## src/rtl/didactic_apb_initiator_if.sv

```systemverilog
// Bus bundle for the OBI-to-APB initiator bridge: the OBI request/response
// channel from the system-control interconnect and the APB completer port.
interface didactic_apb_initiator_if #(
    parameter int unsigned ApbAddrWidth = 32'd12,
    parameter int unsigned ApbDataWidth = 32'd32,
    parameter int unsigned ObiAddrWidth = 32'd32
);
    logic                    obi_req_i;
    logic                    obi_gnt_o;
    logic [ObiAddrWidth-1:0] obi_addr_i;
    logic                    obi_we_i;
    logic [3:0]              obi_be_i;
    logic [ApbDataWidth-1:0] obi_wdata_i;
    logic                    obi_rvalid_o;
    logic                    obi_rready_i;
    logic [ApbDataWidth-1:0] obi_rdata_o;
    logic                    obi_err_o;

    logic [ApbAddrWidth-1:0] paddr_o;
    logic                    psel_o;
    logic                    penable_o;
    logic                    pwrite_o;
    logic [ApbDataWidth-1:0] pwdata_o;
    logic [3:0]              pstrb_o;
    logic [ApbDataWidth-1:0] prdata_i;
    logic                    pready_i;
    logic                    pslverr_i;

    logic                    busy_o;

    // Bridge side: accepts OBI requests, drives the APB completer.
    modport master (
        input  obi_req_i, obi_addr_i, obi_we_i, obi_be_i, obi_wdata_i, obi_rready_i,
        input  prdata_i, pready_i, pslverr_i,
        output obi_gnt_o, obi_rvalid_o, obi_rdata_o, obi_err_o,
        output paddr_o, psel_o, penable_o, pwrite_o, pwdata_o, pstrb_o,
        output busy_o
    );

    // Environment side: the OBI requester and the APB completer.
    modport slave (
        output obi_req_i, obi_addr_i, obi_we_i, obi_be_i, obi_wdata_i, obi_rready_i,
        output prdata_i, pready_i, pslverr_i,
        input  obi_gnt_o, obi_rvalid_o, obi_rdata_o, obi_err_o,
        input  paddr_o, psel_o, penable_o, pwrite_o, pwdata_o, pstrb_o,
        input  busy_o
    );
endinterface

```

## src/rtl/didactic_apb_initiator.sv

```systemverilog
// OBI-to-APB initiator bridge. Each granted OBI request becomes one APB
// SETUP+ACCESS transfer; the result is returned as an OBI response. A
// bounded ACCESS-phase wait turns a hung completer into an error response.
// ApbDataWidth must be 32 (the strobe/byte-enable fields are fixed at 4 bits).
module didactic_apb_initiator #(
    parameter int unsigned ApbAddrWidth  = 32'd12,
    parameter int unsigned ApbDataWidth  = 32'd32,
    parameter int unsigned ObiAddrWidth  = 32'd32,
    parameter int unsigned TimeoutCycles = 32'd255
) (
    input  logic                     clk_i,
    input  logic                     rst_ni,
    didactic_apb_initiator_if.master bus
);
    // Counter only has to reach TimeoutCycles-1 before the abort fires.
    localparam int unsigned     CntW     = (TimeoutCycles > 32'd1) ? $clog2(TimeoutCycles) : 32'd1;
    localparam logic [CntW-1:0] CntLimit = CntW'(TimeoutCycles - 32'd1);

    typedef enum logic [1:0] {
        S_IDLE,
        S_SETUP,
        S_ACCESS,
        S_RESP
    } state_e;

    state_e                  r_state;
    state_e                  w_state_nxt;
    logic                    w_gnt;
    logic                    w_timeout;
    logic                    w_access_done;

    logic [ApbAddrWidth-1:0] r_paddr;
    logic                    r_pwrite;
    logic [ApbDataWidth-1:0] r_pwdata;
    logic [3:0]              r_pstrb;
    logic                    r_psel;
    logic                    r_penable;
    logic                    r_rvalid;
    logic [ApbDataWidth-1:0] r_rdata;
    logic                    r_err;
    logic [CntW-1:0]         r_cnt;

    // Upper OBI address bits are deliberately dropped: no decode error.
    logic                    w_unused_addr;
    assign w_unused_addr = ^bus.obi_addr_i[ObiAddrWidth-1:ApbAddrWidth];

    // State register; reset abandons any transfer without a response.
    always_ff @(posedge clk_i) begin
        if (!rst_ni) begin
            r_state <= S_IDLE;
        end else begin
            r_state <= w_state_nxt;
        end
    end

    // Grant, timeout detection and next-state selection.
    always_comb begin
        w_state_nxt   = r_state;
        w_gnt         = 1'b0;
        w_timeout     = 1'b0;
        w_access_done = 1'b0;
        case (r_state)
            S_IDLE: begin
                w_gnt = bus.obi_req_i;
                if (w_gnt) w_state_nxt = S_SETUP;
            end
            S_SETUP: begin
                w_state_nxt = S_ACCESS;
            end
            S_ACCESS: begin
                // pready has priority over a timeout in the same cycle.
                w_timeout     = (TimeoutCycles != 32'd0) && !bus.pready_i && (r_cnt == CntLimit);
                w_access_done = bus.pready_i || w_timeout;
                if (w_access_done) w_state_nxt = S_RESP;
            end
            S_RESP: begin
                w_gnt = bus.obi_req_i && bus.obi_rready_i;
                if (bus.obi_rready_i) w_state_nxt = w_gnt ? S_SETUP : S_IDLE;
            end
            default: begin
                w_state_nxt = S_IDLE;
            end
        endcase
    end

    // Request capture, APB phase outputs, wait counter and response registers.
    always_ff @(posedge clk_i) begin
        if (!rst_ni) begin
            r_paddr   <= '0;
            r_pwrite  <= 1'b0;
            r_pwdata  <= '0;
            r_pstrb   <= 4'h0;
            r_psel    <= 1'b0;
            r_penable <= 1'b0;
            r_rvalid  <= 1'b0;
            r_rdata   <= '0;
            r_err     <= 1'b0;
            r_cnt     <= '0;
        end else begin
            if (w_gnt) begin
                r_paddr  <= bus.obi_addr_i[ApbAddrWidth-1:0];
                r_pwrite <= bus.obi_we_i;
                r_pwdata <= bus.obi_wdata_i;
                r_pstrb  <= bus.obi_we_i ? bus.obi_be_i : 4'h0;
            end
            r_psel    <= (w_state_nxt == S_SETUP) || (w_state_nxt == S_ACCESS);
            r_penable <= (w_state_nxt == S_ACCESS);
            r_rvalid  <= (w_state_nxt == S_RESP);
            if (r_state == S_SETUP) begin
                r_cnt <= '0;
            end else if ((r_state == S_ACCESS) && !bus.pready_i) begin
                r_cnt <= r_cnt + CntW'(1);
            end
            if (w_access_done) begin
                r_rdata <= (bus.pready_i && !r_pwrite) ? bus.prdata_i : '0;
                r_err   <= bus.pready_i ? bus.pslverr_i : 1'b1;
            end
        end
    end

    assign bus.obi_gnt_o    = w_gnt;
    assign bus.obi_rvalid_o = r_rvalid;
    assign bus.obi_rdata_o  = r_rdata;
    assign bus.obi_err_o    = r_err;
    assign bus.paddr_o      = r_paddr;
    assign bus.psel_o       = r_psel;
    assign bus.penable_o    = r_penable;
    assign bus.pwrite_o     = r_pwrite;
    assign bus.pwdata_o     = r_pwdata;
    assign bus.pstrb_o      = r_pstrb;
    assign bus.busy_o       = (r_state != S_IDLE);
endmodule

```

## src/flat_wrapper.sv

```systemverilog
// flat-port wrapper written by rule: the top's interface ports become plain ports
module didactic_apb_initiator_flat 
#(
    parameter int unsigned ApbAddrWidth  = 32'd12,
    parameter int unsigned ApbDataWidth  = 32'd32,
    parameter int unsigned ObiAddrWidth  = 32'd32,
    parameter int unsigned TimeoutCycles = 32'd255
)
  (clk_i, rst_ni, bus_obi_req_i, bus_obi_addr_i, bus_obi_we_i, bus_obi_be_i, bus_obi_wdata_i, bus_obi_rready_i, bus_prdata_i, bus_pready_i, bus_pslverr_i, bus_obi_gnt_o, bus_obi_rvalid_o, bus_obi_rdata_o, bus_obi_err_o, bus_paddr_o, bus_psel_o, bus_penable_o, bus_pwrite_o, bus_pwdata_o, bus_pstrb_o, bus_busy_o);
  didactic_apb_initiator_if #(.ApbAddrWidth(ApbAddrWidth), .ApbDataWidth(ApbDataWidth), .ObiAddrWidth(ObiAddrWidth)) bus_i ();
  input  logic clk_i;
  input  logic rst_ni;
  input wire logic [$bits(bus_i.obi_req_i)-1:0] bus_obi_req_i;
  input wire logic [$bits(bus_i.obi_addr_i)-1:0] bus_obi_addr_i;
  input wire logic [$bits(bus_i.obi_we_i)-1:0] bus_obi_we_i;
  input wire logic [$bits(bus_i.obi_be_i)-1:0] bus_obi_be_i;
  input wire logic [$bits(bus_i.obi_wdata_i)-1:0] bus_obi_wdata_i;
  input wire logic [$bits(bus_i.obi_rready_i)-1:0] bus_obi_rready_i;
  input wire logic [$bits(bus_i.prdata_i)-1:0] bus_prdata_i;
  input wire logic [$bits(bus_i.pready_i)-1:0] bus_pready_i;
  input wire logic [$bits(bus_i.pslverr_i)-1:0] bus_pslverr_i;
  output wire logic [$bits(bus_i.obi_gnt_o)-1:0] bus_obi_gnt_o;
  output wire logic [$bits(bus_i.obi_rvalid_o)-1:0] bus_obi_rvalid_o;
  output wire logic [$bits(bus_i.obi_rdata_o)-1:0] bus_obi_rdata_o;
  output wire logic [$bits(bus_i.obi_err_o)-1:0] bus_obi_err_o;
  output wire logic [$bits(bus_i.paddr_o)-1:0] bus_paddr_o;
  output wire logic [$bits(bus_i.psel_o)-1:0] bus_psel_o;
  output wire logic [$bits(bus_i.penable_o)-1:0] bus_penable_o;
  output wire logic [$bits(bus_i.pwrite_o)-1:0] bus_pwrite_o;
  output wire logic [$bits(bus_i.pwdata_o)-1:0] bus_pwdata_o;
  output wire logic [$bits(bus_i.pstrb_o)-1:0] bus_pstrb_o;
  output wire logic [$bits(bus_i.busy_o)-1:0] bus_busy_o;
  assign bus_i.obi_req_i = bus_obi_req_i;
  assign bus_i.obi_addr_i = bus_obi_addr_i;
  assign bus_i.obi_we_i = bus_obi_we_i;
  assign bus_i.obi_be_i = bus_obi_be_i;
  assign bus_i.obi_wdata_i = bus_obi_wdata_i;
  assign bus_i.obi_rready_i = bus_obi_rready_i;
  assign bus_i.prdata_i = bus_prdata_i;
  assign bus_i.pready_i = bus_pready_i;
  assign bus_i.pslverr_i = bus_pslverr_i;
  assign bus_obi_gnt_o = bus_i.obi_gnt_o;
  assign bus_obi_rvalid_o = bus_i.obi_rvalid_o;
  assign bus_obi_rdata_o = bus_i.obi_rdata_o;
  assign bus_obi_err_o = bus_i.obi_err_o;
  assign bus_paddr_o = bus_i.paddr_o;
  assign bus_psel_o = bus_i.psel_o;
  assign bus_penable_o = bus_i.penable_o;
  assign bus_pwrite_o = bus_i.pwrite_o;
  assign bus_pwdata_o = bus_i.pwdata_o;
  assign bus_pstrb_o = bus_i.pstrb_o;
  assign bus_busy_o = bus_i.busy_o;
  didactic_apb_initiator #(.ApbAddrWidth(ApbAddrWidth), .ApbDataWidth(ApbDataWidth), .ObiAddrWidth(ObiAddrWidth), .TimeoutCycles(TimeoutCycles)) u_core (.clk_i(clk_i), .rst_ni(rst_ni), .bus(bus_i));
endmodule
```

## config.mk

```make
export PLATFORM = sky130hd
export DESIGN_NAME = didactic_apb_initiator_flat
export DESIGN_NICKNAME = d
export VERILOG_FILES = /design/src/rtl/didactic_apb_initiator_if.sv /design/src/rtl/didactic_apb_initiator.sv /design/src/flat_wrapper.sv
export SDC_FILE = /design/constraint.sdc
export NUM_CORES = 1
export LEC_CHECK = 0
export ABC_AREA = 1
export CAP_MARGIN = 40
export CORE_MARGIN = 2
export CORE_UTILIZATION = 35
export CTS_BUF_LIST = sky130_fd_sc_hd__clkbuf_8
export DETAILED_ROUTE_END_ITERATION = 8
export PLACE_DENSITY_LB_ADDON = 0.12
export SETUP_SLACK_MARGIN = 0.02
export SYNTH_ARGS = -nofsm -noshare
export SYNTH_HDL_FRONTEND = slang
export SYNTH_SLANG_ARGS = --single-unit
```

## constraint.sdc

```tcl
create_clock -name clk_i -period 3.2 [get_ports clk_i]
set_input_delay 0.48 -clock clk_i [delete_from_list [all_inputs] [get_ports clk_i]]
set_output_delay 0.48 -clock clk_i [all_outputs]
set_load 0.02 [all_outputs]
```

# Yosys cells after proc, flatten, opt, wreduce, memory -nomap -nowiden

Index checks and enable logic that the tools add are counted.

Word-level logic and storage cells: 41
Register bits: 95
Output and inout bits: 87
Input bits: 107

Multiplexer cells: 10
Add/subtract/negate cells: 1
Reductions and logical operators: 11
Equal/unequal tests: 7
Bitwise gates (word level): 1

Operators with widths:

| cell                  | number |
|---|---|
| $mux W32              | 1 |
| $add A8 B1 Y8 const B | 1 |
| $eq A2 B2 Y1 const B  | 4 |
| $eq A8 B8 Y1 const B  | 1 |
| $pmux W2 S4           | 1 |
| $mux W2               | 3 |
| $eq A2 B1 Y1 const B  | 2 |
| $logic_and A1 B1 Y1   | 4 |
| $mux W4               | 1 |
| $mux W1               | 3 |
| $logic_not A1 Y1      | 2 |
| $logic_not A2 Y1      | 1 |
| $logic_or A1 B1 Y1    | 2 |
| $pmux W1 S2           | 1 |
| $reduce_bool A2 Y1    | 1 |
| $reduce_or A2 Y1      | 1 |
| $not A1 Y1            | 1 |

# Depth between registers and ports, before layout

Depth in word-level cells: 7
Mapped depth: 14
Mapped depth without buffers: 14

# Least setup slack after synthesis

No wires, ideal clock.

Kind: register to output
Start: register u_core.r_state[0]
End: output bus_obi_gnt_o
Data required time: 2720 ps
Cell stages (with the launch flop): 7
Path slack: 1459 ps
Data arrival time: 1261 ps
Path buffers: 1
Path through: dfxtp_1 inv_1 ha_1 inv_1 nand3_1 inv_2 buf_2

Cells in the longest elaborated chain, start to end: 2
Elaborated cells between the ends (all ways): 3
Those cells by class: eq/ne (1); mux (1); reduce/logical (1)

RTL lines:

| item                                             | RTL line                     | source |
|---|---|---|
| start, declared                                  | didactic_apb_initiator.sv:26 | `state_e r_state;` |
| start signal, assigned                           | didactic_apb_initiator.sv:52 | `r_state <= w_state_nxt;` |
| $eq A2 B2 Y1 or $logic_not A2 Y1 (tied branches) | didactic_apb_initiator.sv:62 | `case (r_state)` |
| $pmux W1 S2 *                                    | didactic_apb_initiator.sv:62 |  |
| end, declared                                    | flat_wrapper.sv:22           | `output wire logic [$bits(bus_i.obi_gnt_o)-1:0] bus_obi_gnt_o;` |

Mark *: on every way between the ends. The rest lies on a longest branch, timed or not.

# Worst setup path in the final report

Start: register u_core.r_state[1]
End: output bus_obi_gnt_o

Same word-level chain as after synthesis.

==> run metrics <==
drt first pass iters 4; fmax 398.4 MHz; HP Class reg2reg; Worst EP arrival 2.03 ns; initial antenna violation count 0; fillers 1102; post-synthesis sequential area ratio 47.59%; Total Wirelength 9.999 mm; Worst-Skew Late Latency 0.38 ns; first-pass GRT wire length 16.43 mm; Worst Tran Pin Value 0.4696 ns; FF/Latch Area 1902 µm²; pin count of the biggest net entering global routing 66; clock sinks 95; post-synthesis to final-layout area growth 49.15%; reg-to-reg setup timing slack 1.26 ns; Adder-Cell Fraction of Synth Area 2.818%; Final Hold Vio Count 0; CORE AREA 11270 µm²; post-route ant nets 0; via/cell ratio 4.488; Post-synth EDFFs 0; worst setup path start u_core.r_state[1]; Worst setup SP type flop; TritonCTS clock tree yes; io pins 194; commonest cells after routing, fill and taps aside clkdlybuf4s50_1, nor2_1, dfxtp_1, nand2_1, o21ai_0; Slew Viols, Final 0; status finished clean; Placed Instances 789; num rows 39; CP Data Required Time 2.72 ns; Setup TNS 0 ns; Syn Inst Count 495; Final GP Congestion 0.7728; die area 12290 µm²; Setup Skew 0.01273 ns; initial core utilization 35.45%; Register-to-Register Path Depth 10; ys async rst share 0%; vias in the first global route 3461; Layout Cells excl Fill 805; mux cell area share after synthesis 0%; Vias 3613; wire per inst 12.42 µm; clk root buf clkbuf_8; period utilization 78.44%; top_reg_cell synth dfxtp_1; yosys warns 0; Die X 110.9 µm; antenna diode count 0; dominant combinational cell family by area after synthesis simple AND/OR/NAND/NOR gates; placed wire-length estimate 7.173 mm; crit path capture bus_obi_gnt_o; Die H 110.9 µm; Synth Area in Simple Gates 26.33%; Synth Net Count 611; CP Capture Type primary output; GRT Total Usage 16.30%; layout cell share with drive strength beyond 1 17.07%; clk buf depth 2; RSZ-0062 raised after global routing no; gr ovfl total 0; Min Clock Period, post-route 2.510 ns; Post-CTS Hold Buffers 0; I/O Buffers 173; initial drt markers 180; drc violations 0; Min Hold Slack 0.4693 ns; leak pwr 0.002240 µW; most common cell after layout, fill and taps aside clkdlybuf4s50_1; post-synthesis xor/xnor area fraction 0%; VDD IR max 0.0002704 V; synth unique cells 24; relative slew slack 68.70%; Synth Register Bits 95; CP Class reg2out; Compound-Gate Fraction of Synth Area 15.84%; Reg clk slew, reported paths 0.09 ns; Post-Syn Area per Cell 8.073 µm²; CTS Buf Count 9; Multi-input gate area 1805 µm²; Power per Cell Area 511.7 nW/µm²; H-Tree Depth 3; setup violators final 0; Synth Cell Area 3996 µm²; post-CTS setup buffers 0; PostCTS Resize Cnt 0; Max-Cap Viols 0; crit path max fanout 4; Final #Nets 773; FF-to-FF End u_core.bus.pstrb_o[2]; R2R Path Start u_core.r_state[1]
[report_power, final]
part | switching [µW] | internal [µW]
sequential | 61.2 | 1300
clock | 454 | 371
combinational | 460 | 404
total | 975 | 2070
[cells by family after synthesis]
group,Yosys count
AND/OR/NAND/NOR,241
buffers and inverters,50
adder cells (fa/ha/maj),9
flip-flops,95
AO/OA/AOI/OAI,100
[registers in the layout, indices dropped and copies added, names as in the netlist]
| signal | flops |
|---|---|
| u_core.r_cnt | 8 |
| u_core.bus.obi_rvalid_o | 1 |
| u_core.bus.penable_o | 1 |
| u_core.bus.obi_rdata_o | 32 |
| u_core.bus.psel_o | 1 |
| u_core.bus.pstrb_o | 4 |
| u_core.bus.pwdata_o | 32 |
| u_core.bus.pwrite_o | 1 |
| u_core.bus.paddr_o | 12 |
| u_core.r_state | 2 |
| u_core.bus.obi_err_o | 1 |
[metal layers]
metal | routed length [µm] | up-vias | global-route usage (%)
li1 | - | 1888 | -
met1 | 4379 | 1599 | 19.21
met2 | 4568 | 109 | 26.38
met3 | 814 | 17 | 5.577
met4 | 237 | 0 | 8.250
met5 | 0 | - | 0
[cell usage after synthesis (3+ instances only)]
master,number,area [µm²]
buf_2,10,50.05
nor3_1,3,15.01
a21oi_1,15,75.07
dfxtp_1,95,1902
o21ai_1,16,80.08
o21ai_0,35,175.2
nand3_1,5,25.02
nand2_2,29,181.4
buf_12,5,100.1
nand2_1,71,266.5
nor2_1,107,401.6
nor2_2,25,156.4
inv_1,20,75.07
o21ai_2,31,271.5
ha_1,9,112.6
clkbuf_1,10,37.54
[worst min path at each step]
stage,from,end,cells past startpoint
3_5_place_dp,u_core.bus.pstrb_o[0],u_core.bus.pstrb_o[0],2
6_report,u_core.bus.pstrb_o[2],u_core.bus.pstrb_o[2],2
5_1_grt,u_core.bus.pstrb_o[1],u_core.bus.pstrb_o[1],2
3_3_place_gp,u_core.bus.pstrb_o[1],u_core.bus.pstrb_o[1],2
2_1_floorplan,u_core.r_cnt[6],u_core.r_cnt[6],2
4_1_cts,u_core.bus.pstrb_o[2],u_core.bus.pstrb_o[2],2
[layout make-up]
cell class	count	area share, %
repair buffers	179	30.02
multi-input cells	350	30.29
inverters	22	1.385
flip-flops and latches	95	31.91
clock inverters	7	1.322
clock buffers	9	2.078
well taps	143	3.002
[stage by stage]
stage	setup slack, ns	utilization (%)	power, µW	cell area [µm²]
6_report	0.6900	52.88	3050	5961
5_1_grt	0.5759	52.88	3220	5961
4_1_cts	0.6511	52.88	3099	5961
3_5_place_dp	0.7884	51.08	2263	5758
3_3_place_gp	0.8091	51.08	2248	5758
2_1_floorplan	1.459	-	1854	3996
[worst max-delay path: stages (launching register included)]
cell and delay, ns:
dfxtp_1 0.41, inv_1 0.11, ha_1 0.28, inv_1 0.07, nand3_2 0.09, inv_2 0.07
clkdlybuf4s50_1 0.63
No activity file was read; power rests on OpenSTA's default activity.
==> RTL change: new RTL, same settings <==
The 4 states of `state_e` get a one-hot encoding in 4 bits.
--- a/src/rtl/didactic_apb_initiator.sv
+++ b/src/rtl/didactic_apb_initiator.sv
@@ -17,9 +17,9 @@
     localparam logic [CntW-1:0] CntLimit = CntW'(TimeoutCycles - 32'd1);
 
-    typedef enum logic [1:0] {
-        S_IDLE,
-        S_SETUP,
-        S_ACCESS,
-        S_RESP
+    typedef enum logic [3:0] {
+        S_IDLE   = 4'b0001,
+        S_SETUP  = 4'b0010,
+        S_ACCESS = 4'b0100,
+        S_RESP   = 4'b1000
     } state_e;
 
Formal check against the unedited RTL: no difference found for any inputs over 10 cycles, from zero or initial values and one cycle with rst_ni low; not proved beyond that.
==> RTL change against the unedited design <==
Critical path depth is the same; maximum frequency is essentially flat; die area grew 6.7%; cell area grew 6.1%; register-to-register slack gained 90 ps; worst setup slack gained 1.4 ps; sequential share of layout area shrank 1.2 points; wire length grew 21%; sequential cell count grew 2; highest routed layer unchanged; synthesized cell count grew 22%; combinational power shrank 30%; critical endpoint unchanged; total power shrank 1.8%; area after synthesis grew 7.0%; first-iteration DRC count grew 37%.
==> RTL change: results <==
set metrics [dict create \
    ys_types 25 \
    path_max_fanout 8 \
    clock_latency_ps 380 \
    routed_wl_um 12100 \
    synth_flop_cell "dfxtp_1" \
    placed_cells 893 \
    seq_share 0.307 \
    met2_length_um 5510 \
    multi_input_gates 412 \
    vias_per_cell 4.66 \
    fin_skew_ps 10.1 \
    clockBufferCount 11 \
    synthToLayoutAreaGrowth_pct 47.9 \
    seq_area_frac_synth 0.454 \
    ir_worst_vdd_mv 0.318 \
    n_fill_cell 1156 \
    grt_pass1_wl_um 19100 \
    grt_pass1_vias 4006 \
    max-slew-margin-rel 0.543 \
    die_w_um 115 \
    netlist_instances 604 \
    drive_above_1_share 0.0499 \
    p_leak_nw 2.74 \
    met1_length_um 5350 \
    synth.net_count 713 \
    grt_max_degree 52 \
    dpl_cell_area_um2 6050 \
    track_usage 0.183 \
    final_cell_count_no_fill 909 \
    post-cts-setup-buffers 0 \
    nets 866 \
    grt.met1_usage 0.219 \
    n_sequential_cell 97 \
    drt_iter0_drc 246 \
    buffer_area_frac 0.279 \
    multiInputGateArea_um2 1930 \
    synth_area_leaders "dfxtp_1 45%, nor2_1 12%, nand2_1 10%" \
    met2_usage 0.292 \
    place_hpwl_um 7950 \
    n_all_inverters 59 \
    grt_util_met3 0.0916 \
    status "finished clean" \
    finalWeightedCongestion 0.828 \
    netlist_top_cells_count "133 x nor2_1, 119 x nand2_1, 97 x dfxtp_1" \
    wl_met3_um 1130 \
]
==> RTL change: report_power, final <==
group          internal [W]  switching (W)
sequential          0.00128      0.0000351
combinational      0.000302       0.000301
clock              0.000640       0.000439
==> RTL change: logic make-up (layout without fill, tap and decap cells) <==
kind of cell	Yosys count	in the layout	synth area share
simple gates	354	354	0.380
fa+ha+maj	2	2	0.00585
compound gates	56	56	0.0656
buf+inv	95	253	0.0945
flops	97	97	0.454
==> RTL change: worst paths after layout <==
| check | startpoint | end | slack, ps | depth (start not counted) |
|---|---|---|---|---|
| min | u_core.bus.obi_err_o | u_core.bus.obi_err_o | 470 | 2 |
| max reg2reg | u_core.r_cnt[0] | u_core.bus.obi_rdata_o[28] | 1350 | 9 |
| max | bus_obi_req_i | bus_obi_gnt_o | 690 | 6 |
| min reg2reg | u_core.bus.obi_err_o | u_core.bus.obi_err_o | 470 | 2 |
